[src/rtl/therm2bin_sequencer.sv]
// Burst sequencer for the thermometer-to-binary pipeline: issues 2^navg_log sample
// strobes, accumulates the decoded codes LAT cycles later and hands back sum/average.
module therm2bin_sequencer #(
    parameter int B        = 8,
    parameter int LAT      = 7,
    parameter int NMAX_LOG = 4
) (
    input  logic                  i_clock,
    input  logic                  i_reset,
    input  logic                  i_start,
    input  logic                  i_abort,
    input  logic [2:0]            i_navg_log,
    output logic                  o_sample,
    input  logic [B-1:0]          i_bin,
    output logic                  o_busy,
    output logic                  o_result_valid,
    input  logic                  i_result_ready,
    output logic [B+NMAX_LOG-1:0] o_result_sum,
    output logic [B-1:0]          o_result_avg,
    output logic                  o_overrange
);
    localparam int AW  = B + NMAX_LOG;
    localparam int CW  = NMAX_LOG + 1;
    localparam int NLW = (NMAX_LOG < 1) ? 1 : $clog2(NMAX_LOG + 1);

    typedef enum logic [2:0] {S_IDLE, S_ISSUE, S_DRAIN, S_RESULT, S_FLUSH} state_t;

    state_t           r_state, w_next;
    logic [LAT-1:0]   r_sr;
    logic [CW-1:0]    r_icnt, r_acnt, r_n;
    logic [NLW-1:0]   r_nlog;
    logic [AW-1:0]    r_acc;
    logic             r_ovr;
    logic [AW-1:0]    r_res_sum;
    logic [B-1:0]     r_res_avg;
    logic             r_res_ovr;

    logic             w_tap, w_sample, w_handshake, w_launch, w_enter_res;
    logic [AW-1:0]    w_acc_nx;
    logic [CW-1:0]    w_acnt_nx;
    logic             w_ovr_nx;
    logic [NLW-1:0]   w_nlog;

    // Tap only counts while a burst owns the pipeline; after a flush it is empty anyway.
    assign w_tap       = r_sr[LAT-1] &&
                         (r_state == S_ISSUE || r_state == S_DRAIN || r_state == S_FLUSH);
    assign w_acc_nx    = r_acc + (w_tap ? AW'(i_bin) : '0);
    assign w_acnt_nx   = r_acnt + CW'(w_tap);
    assign w_ovr_nx    = r_ovr | (w_tap && (&i_bin));
    assign w_sample    = (r_state == S_ISSUE) && !i_abort;
    assign w_handshake = (r_state == S_RESULT) && i_result_ready;
    assign w_launch    = i_start && ((r_state == S_IDLE) || w_handshake);
    assign w_nlog      = (int'(i_navg_log) > NMAX_LOG) ? NLW'(NMAX_LOG) : NLW'(i_navg_log);
    assign w_enter_res = (r_state == S_DRAIN) && (w_next == S_RESULT);

    assign o_sample       = w_sample;
    assign o_busy         = (r_state != S_IDLE);
    assign o_result_valid = (r_state == S_RESULT);
    assign o_result_sum   = r_res_sum;
    assign o_result_avg   = r_res_avg;
    assign o_overrange    = r_res_ovr;

    always_ff @(posedge i_clock or negedge i_reset) begin
        if (!i_reset) r_state <= S_IDLE;
        else          r_state <= w_next;
    end

    always_comb begin
        w_next = r_state;
        case (r_state)
            S_IDLE:   if (i_start) w_next = S_ISSUE;
            S_ISSUE:  if (i_abort) w_next = S_FLUSH;
                      else if (r_icnt == r_n - CW'(1)) w_next = S_DRAIN;
            S_DRAIN:  if (i_abort) w_next = S_FLUSH;
                      else if (w_acnt_nx == r_n) w_next = S_RESULT;
            S_RESULT: if (w_handshake) w_next = i_start ? S_ISSUE : S_IDLE;
            S_FLUSH:  if (r_sr == '0) w_next = S_IDLE;
            default:  w_next = S_IDLE;
        endcase
    end

    always_ff @(posedge i_clock or negedge i_reset) begin
        if (!i_reset) begin
            r_sr      <= '0;
            r_icnt    <= '0;
            r_acnt    <= '0;
            r_n       <= '0;
            r_nlog    <= '0;
            r_acc     <= '0;
            r_ovr     <= 1'b0;
            r_res_sum <= '0;
            r_res_avg <= '0;
            r_res_ovr <= 1'b0;
        end else begin
            r_sr[0] <= w_sample;
            for (int i = 1; i < LAT; i++) r_sr[i] <= r_sr[i-1];
            if (w_launch) begin
                r_nlog <= w_nlog;
                r_n    <= CW'(1) << w_nlog;
                r_icnt <= '0;
                r_acnt <= '0;
                r_acc  <= '0;
                r_ovr  <= 1'b0;
            end else begin
                if (w_sample) r_icnt <= r_icnt + CW'(1);
                r_acc  <= w_acc_nx;
                r_acnt <= w_acnt_nx;
                r_ovr  <= w_ovr_nx;
            end
            // Result registers include the code accumulated in the completing cycle.
            if (w_enter_res) begin
                r_res_sum <= w_acc_nx;
                r_res_avg <= B'(w_acc_nx >> r_nlog);
                r_res_ovr <= w_ovr_nx;
            end
        end
    end
endmodule
[config.mk]
export PLATFORM = sky130hd
export DESIGN_NAME = therm2bin_sequencer
export DESIGN_NICKNAME = d
export VERILOG_FILES = /design/src/rtl/therm2bin_sequencer.sv
export SDC_FILE = /design/constraint.sdc
export NUM_CORES = 1
export LEC_CHECK = 0
export CAP_MARGIN = 40
export CORE_MARGIN = 10
export CORE_UTILIZATION = 30
export DETAILED_ROUTE_END_ITERATION = 12
export SLEW_MARGIN = 20
export SYNTH_ARGS = -nofsm -noshare
export SYNTH_HDL_FRONTEND = slang
export SYNTH_SLANG_ARGS = --single-unit
[constraint.sdc]
create_clock -name i_clock -period 3.6 [get_ports i_clock]
set_input_delay 0.72 -clock i_clock [delete_from_list [all_inputs] [get_ports i_clock]]
set_output_delay 0.72 -clock i_clock [all_outputs]
set_load 0.005 [all_outputs]
Yosys cells after proc, flatten, opt, wreduce, memory -nomap -nowiden
Cells that the tools add are included.
Widths: inputs -> output; s select.
- reduce and logical (&&, ||, !) cells: 15
- shifts and indexed selects: 2
- add/subtract/negate cells: 4
- mux-type cells: 16
- magnitude comparators: 1
- eq/ne operators: 7
- bitwise gates (word level): 1
- operator list (operator ; number):
    $mux 3 ; 8
    $mux 5 ; 3
    $pmux 3 s5 ; 1
    $add 12x8->12 ; 1
    $mux 12 ; 1
    $shr 12x3->8 ; 1
    $eq 5x5->1 ; 2
    $eq 3x2->1 const B ; 3
    $mux 8 ; 1
    $reduce_and 8->1 ; 1
    $logic_not 7->1 ; 1
    $logic_and 1x1->1 ; 6
    $add 5x1->5 ; 1
    $add 5x1->5 const B ; 1
    $shl 1x3->5 const A ; 1
    $sub 5x1->5 const B ; 1
    $eq 3x1->1 const B ; 1
    $eq 3x3->1 const B ; 1
    $gt 3x3->1 const B ; 1
    $logic_not 3->1 ; 1
    $logic_or 1x1->1 ; 3
    $reduce_bool 3->1 ; 1
    $mux 1 ; 2
    $reduce_bool 2->1 ; 1
    other kinds (2) ; 2
- flip-flop bits (word level): 62
- bits of input ports: 16
- word-level logic and storage cells: 57
- output and inout port bits: 24

Depth between registers and ports, before layout
- word-level depth: 11
- gate-level depth with buffers: 13
- gate-level depth less buffers: 13

Least setup slack after synthesis
No wires, ideal clock.
- path type: register -> register
- from: register r_state[0]
- to: register r_res_avg[5], in the netlist o_result_avg[5]
- buffers on the path: 0
- clock period less this slack: 3.176 ns
- required time: 3.518 ns
- arrival time: 3.094 ns
- setup slack: 0.424 ns
- library setup time: 0.082 ns
- cell stages (with the launch flop): 14
- cell sequence: dfrtp_1 > xnor2_1 > nor2_1 > o21a_1 > and2_1 > ha_1 > fa_1 > a211oi_1 > o21ai_0 > a211o_1 > o22ai_1 > a21oi_1 > a211o_1 > a31oi_1
- cells in the longest elaborated chain, start to end: 11
- elaborated cells on any way between the ends: 24
- those cells by class: add/sub: 2; eq/ne: 6; shift: 1; mux: 9; reduce/logical: 6
- RTL lines (what ; line ; RTL):
    from (decl) ; 28 ; state_t r_state, w_next;
    from (signal assigned) ; 65 ; else r_state <= w_next;
    $eq 3x1->1 / $eq 3x2->1 (equally long branches) ; 46, 70, 54 ;
    $logic_or 1x1->1 (2 in series) ; 46 ; (r_state == S_ISSUE || r_state == S_DRAIN || r_state == S_FLUSH);
    $logic_and 1x1->1 ; 45 ; assign w_tap = r_sr[LAT-1] &&
    $add 5x1->5 ; 48 ; assign w_acnt_nx = r_acnt + CW'(w_tap);
    $eq 5x5->1 ; 75 ; else if (w_acnt_nx == r_n) w_next = S_RESULT;
    $mux 3 ; 75 ;
    $mux 3 ; 74 ; S_DRAIN: if (i_abort) w_next = S_FLUSH;
    $pmux 3 s5 ; 70 ; case (r_state)
    $eq 3x2->1 ; 54 ; assign w_enter_res = (r_state == S_DRAIN) && (w_next == S_RESULT);
    $logic_and 1x1->1 ; 54 ;
    to (signal assigned) ; 113 ; r_res_avg <= B'(w_acc_nx >> r_nlog);
    to (decl) ; 35 ; logic [B-1:0] r_res_avg;
Several ways; a longest one is shown, not always the timed one.
A chain may end at the register's enable or synchronous reset.

Final worst setup path
- from: register r_state[0]
- to: register r_res_avg[0], in the netlist o_result_avg[0]
The elaborated chain is that of the path after synthesis.

==> summary.txt <==
Run status
  – Status: completed

Place
  – Post-DP HPWL: 6830 um
  – DP Area: 4160 sq um
  – GPL Wtd Cong: 0.805
  – Port bufs: 39
  – Pre-CTS setup slack: -0.0189 ns

Clock network
  – Root Buffer Master: clkbuf_16
  – H-tree depth: 3
  – # clock sinks: 62
  – TritonCTS Buffers: 9
  – TritonCTS clock tree: built
  – CTS clk-pin slew, worst paths: 0.06 ns
  – Post-CTS setup buffer count: 0
  – CTS Buffer Depth: 2
  – Clock insertion delay at the later pin of the skew report: 0.33 ns

STA
  – Final hold violation count: 0
  – Final Setup Violations: 0
  – Fin Hold WS: 0.345 ns
  – Final Critical Period: 3.40 ns
  – Clock Skew: 0.00759 ns
  – Fmax: 294 MHz
  – Setup TNS: 0 ns
  – Final Slew Violations: 0
  – Final worst-path setup slack: 0.202 ns
  – Least-Margin Pin Slew: 0.787 ns
  – Max-slew headroom: 47.6%
  – Fin crit share: 94.4%

Setup path
  – Crit. End Element: register
  – WS Path Type: reg -> reg
  – Startpoint types: register
  – CP arrival: 3.66 ns
  – Req. time, crit path: 3.86 ns
  – R2R Path Start: r_state[0]
  – R2r endpoint: o_result_avg[0]
  – Worst setup path start: r_state[0]
  – Worst-path fanout max: 7
  – Reg2reg path depth: 13
  – R2R Setup Slk: 0.20 ns

Finish
  – Most frequent cells in the layout: 62 x dfrtp_1, 40 x nand2_1, 38 x clkdlybuf4s50_1
  – Most common cell after layout, fill and taps aside: dfrtp_1
  – Nets: 455
  – Share of layout cells above drive strength 1: 13.5%
  – Design area: 4470 sq um
  – Antenna Cells: 0
  – Synth-to-Final Area Change: 24.9%

Global route
  – First-pass GRT wire length: 15500 um
  – Total track usage: 11.7%
  – GR Layer Usage met1: 14.0%
  – GR Overflow Total: 0
  – Number of global-route vias before repair: 3001
  – Met2 Track Usage GR: 19.3%
  – Largest net degree at the start of global routing: 27
  – Met3 GRT Util: 3.87%
  – Initial antenna violation count: 0
  – Most used routing layer in global routing: met2

Power and ir drop
  – Leak: 1.93 nW
  – Final total power: 2.89 mW
  – Pwr/cell area: 645 nW/um^2
  – Worst vdd ir: 390 uV

Die
  – Die Wd: 129 um
  – Row cnt: 39
  – Initial Utilization: 31.0%
  – Die H: 129 um
  – Die area: 16700 sq um
  – Core footprint: 11600 sq um
  – IO Count: 40

Synth
  – Post-synth EDFFs: 0
  – Sequential area share after synthesis: 43.3%
  – Yosys warnings: 0
  – Count of state elements after synthesis: 62
  – Mean Syn Cell Area: 9.63 sq um
  – Post-Syn Area: 3580 sq um
  – Yosys cell types: 59
  – Post-synth ARST share: 100%
  – Syn nets: 401
  – Synth Flop Type: dfrtp_1
  – Mapped Cells: 372

Routing
  – 1st-iter DRT viols: 165
  – Drt total wl: 9260 um
  – Vias per inst: 5.09
  – Routed length per instance: 16.1 um
  – Via count: 2921
  – # DRC: 0
  – Post-route ant nets: 0
  – 1st-pass router iterations: 4

Flow run
  – Number of max-cap violations: 0

Min path
  – Worst Hold Class: in -> async
==> stage by stage <==
stage          util (%)  std cells
2_1_floorplan         -        372
3_3_place_gp       36.0        558
3_5_place_dp       36.0        558
4_1_cts            38.6        574
5_1_grt            38.7        574
6_report           38.7        574
==> routing by layer <==
metal,vias up,part of all wire (%)
li1,1429,-
met1,1423,45
met2,58,49
met3,11,4.2
met4,0,1.4
met5,-,0
==> how the worst max path moves through the flow <==
stage,slack (ns),to,cells after the start
global placement,0.04,o_result_avg[5],11
floorplan,0.42,o_result_avg[5],13
finish,0.20,o_result_avg[0],13
CTS,0.09,o_result_avg[5],13
global route,-0.02,o_result_avg[0],13
detailed placement,-0.02,o_result_avg[5],11
==> cell usage after synthesis, drive strengths merged, types with 3 or more instances <==
master  count  area share (%)
a211o       3            0.77
a211oi      4            0.98
a21oi      13             1.8
and2       13             2.3
and3        5            0.91
clkbuf     16             3.9
dfrtp      62              43
ha         12             4.2
inv        13             1.4
mux2        5             1.6
mux2i       4             1.1
mux4        3             1.9
nand2      40             4.2
nand2b      6             1.0
nand3       9             1.3
nand4       5            0.87
nor2       37             3.9
nor3        6            0.98
nor3b       4            0.98
nor4        5            0.87
o211ai      4            0.98
o21a        6             1.3
o21ai      35             4.9
or3         3            0.52
or4         3            0.63
xnor2      10             2.4
xor2       16             3.9
==> cell families (layout without fill, tap and decap cells) <==
family	after synthesis	in the layout	share of synthesized area, %
fa+ha+maj	13	13	4.75
xor+xnor	26	26	6.36
buf+inv	31	90	5.55
mux	12	12	4.58
simple gates	141	141	19.4
flops	62	62	43.3
compound gates	87	87	16.0
==> layout make-up <==
class                           count  area (sq um)
Fill cell                        1127          7090
Multi-Input combinational cell    279          1850
Sequential cell                    62          1550
Timing Repair Buffer               60           543
Clock buffer                       11           243
Tap cell                          143           179
Clock inverter                      5          58.8
Inverter                           14          52.6
==> repair_timing <==
action                     4_1_cts  5_1_grt
hold endpoints to repair         0        0
setup endpoints to repair        0        7
gates resized for setup          0        4
hold buffers                     0        0
==> worst max-delay path: stages, from the launching register on <==
cell	delay (ns)
dfrtp_1	0.41
xnor2_1	0.17
nor2_1	0.05
o21a_2	0.28
and2_1	0.18
ha_1	0.20
fa_1	0.40
buf_4	0.16
a21o_2	0.19
a21oi_1	0.23
xor2_2	0.16
mux2_2	0.29
mux4_2	0.44
a21oi_1	0.15
==> power breakdown <==
| part | internal, mW | switching [mW] | total [mW] |
|---|---|---|---|
| clock network | 0.555 | 0.328 | 0.882 |
| registers | 0.824 | 0.179 | 1.00 |
| logic | 0.466 | 0.536 | 1.00 |
| total | 1.84 | 1.04 | 2.89 |
==> flip-flops by register name, indices dropped and copies added, names as in the netlist <==
register	count
o_overrange	1
o_result_avg	8
o_result_sum	12
r_acc	12
r_acnt	5
r_icnt	5
r_n	5
r_nlog	3
r_ovr	1
r_sr	7
r_state	3
(Power assumes the default switching activity.)
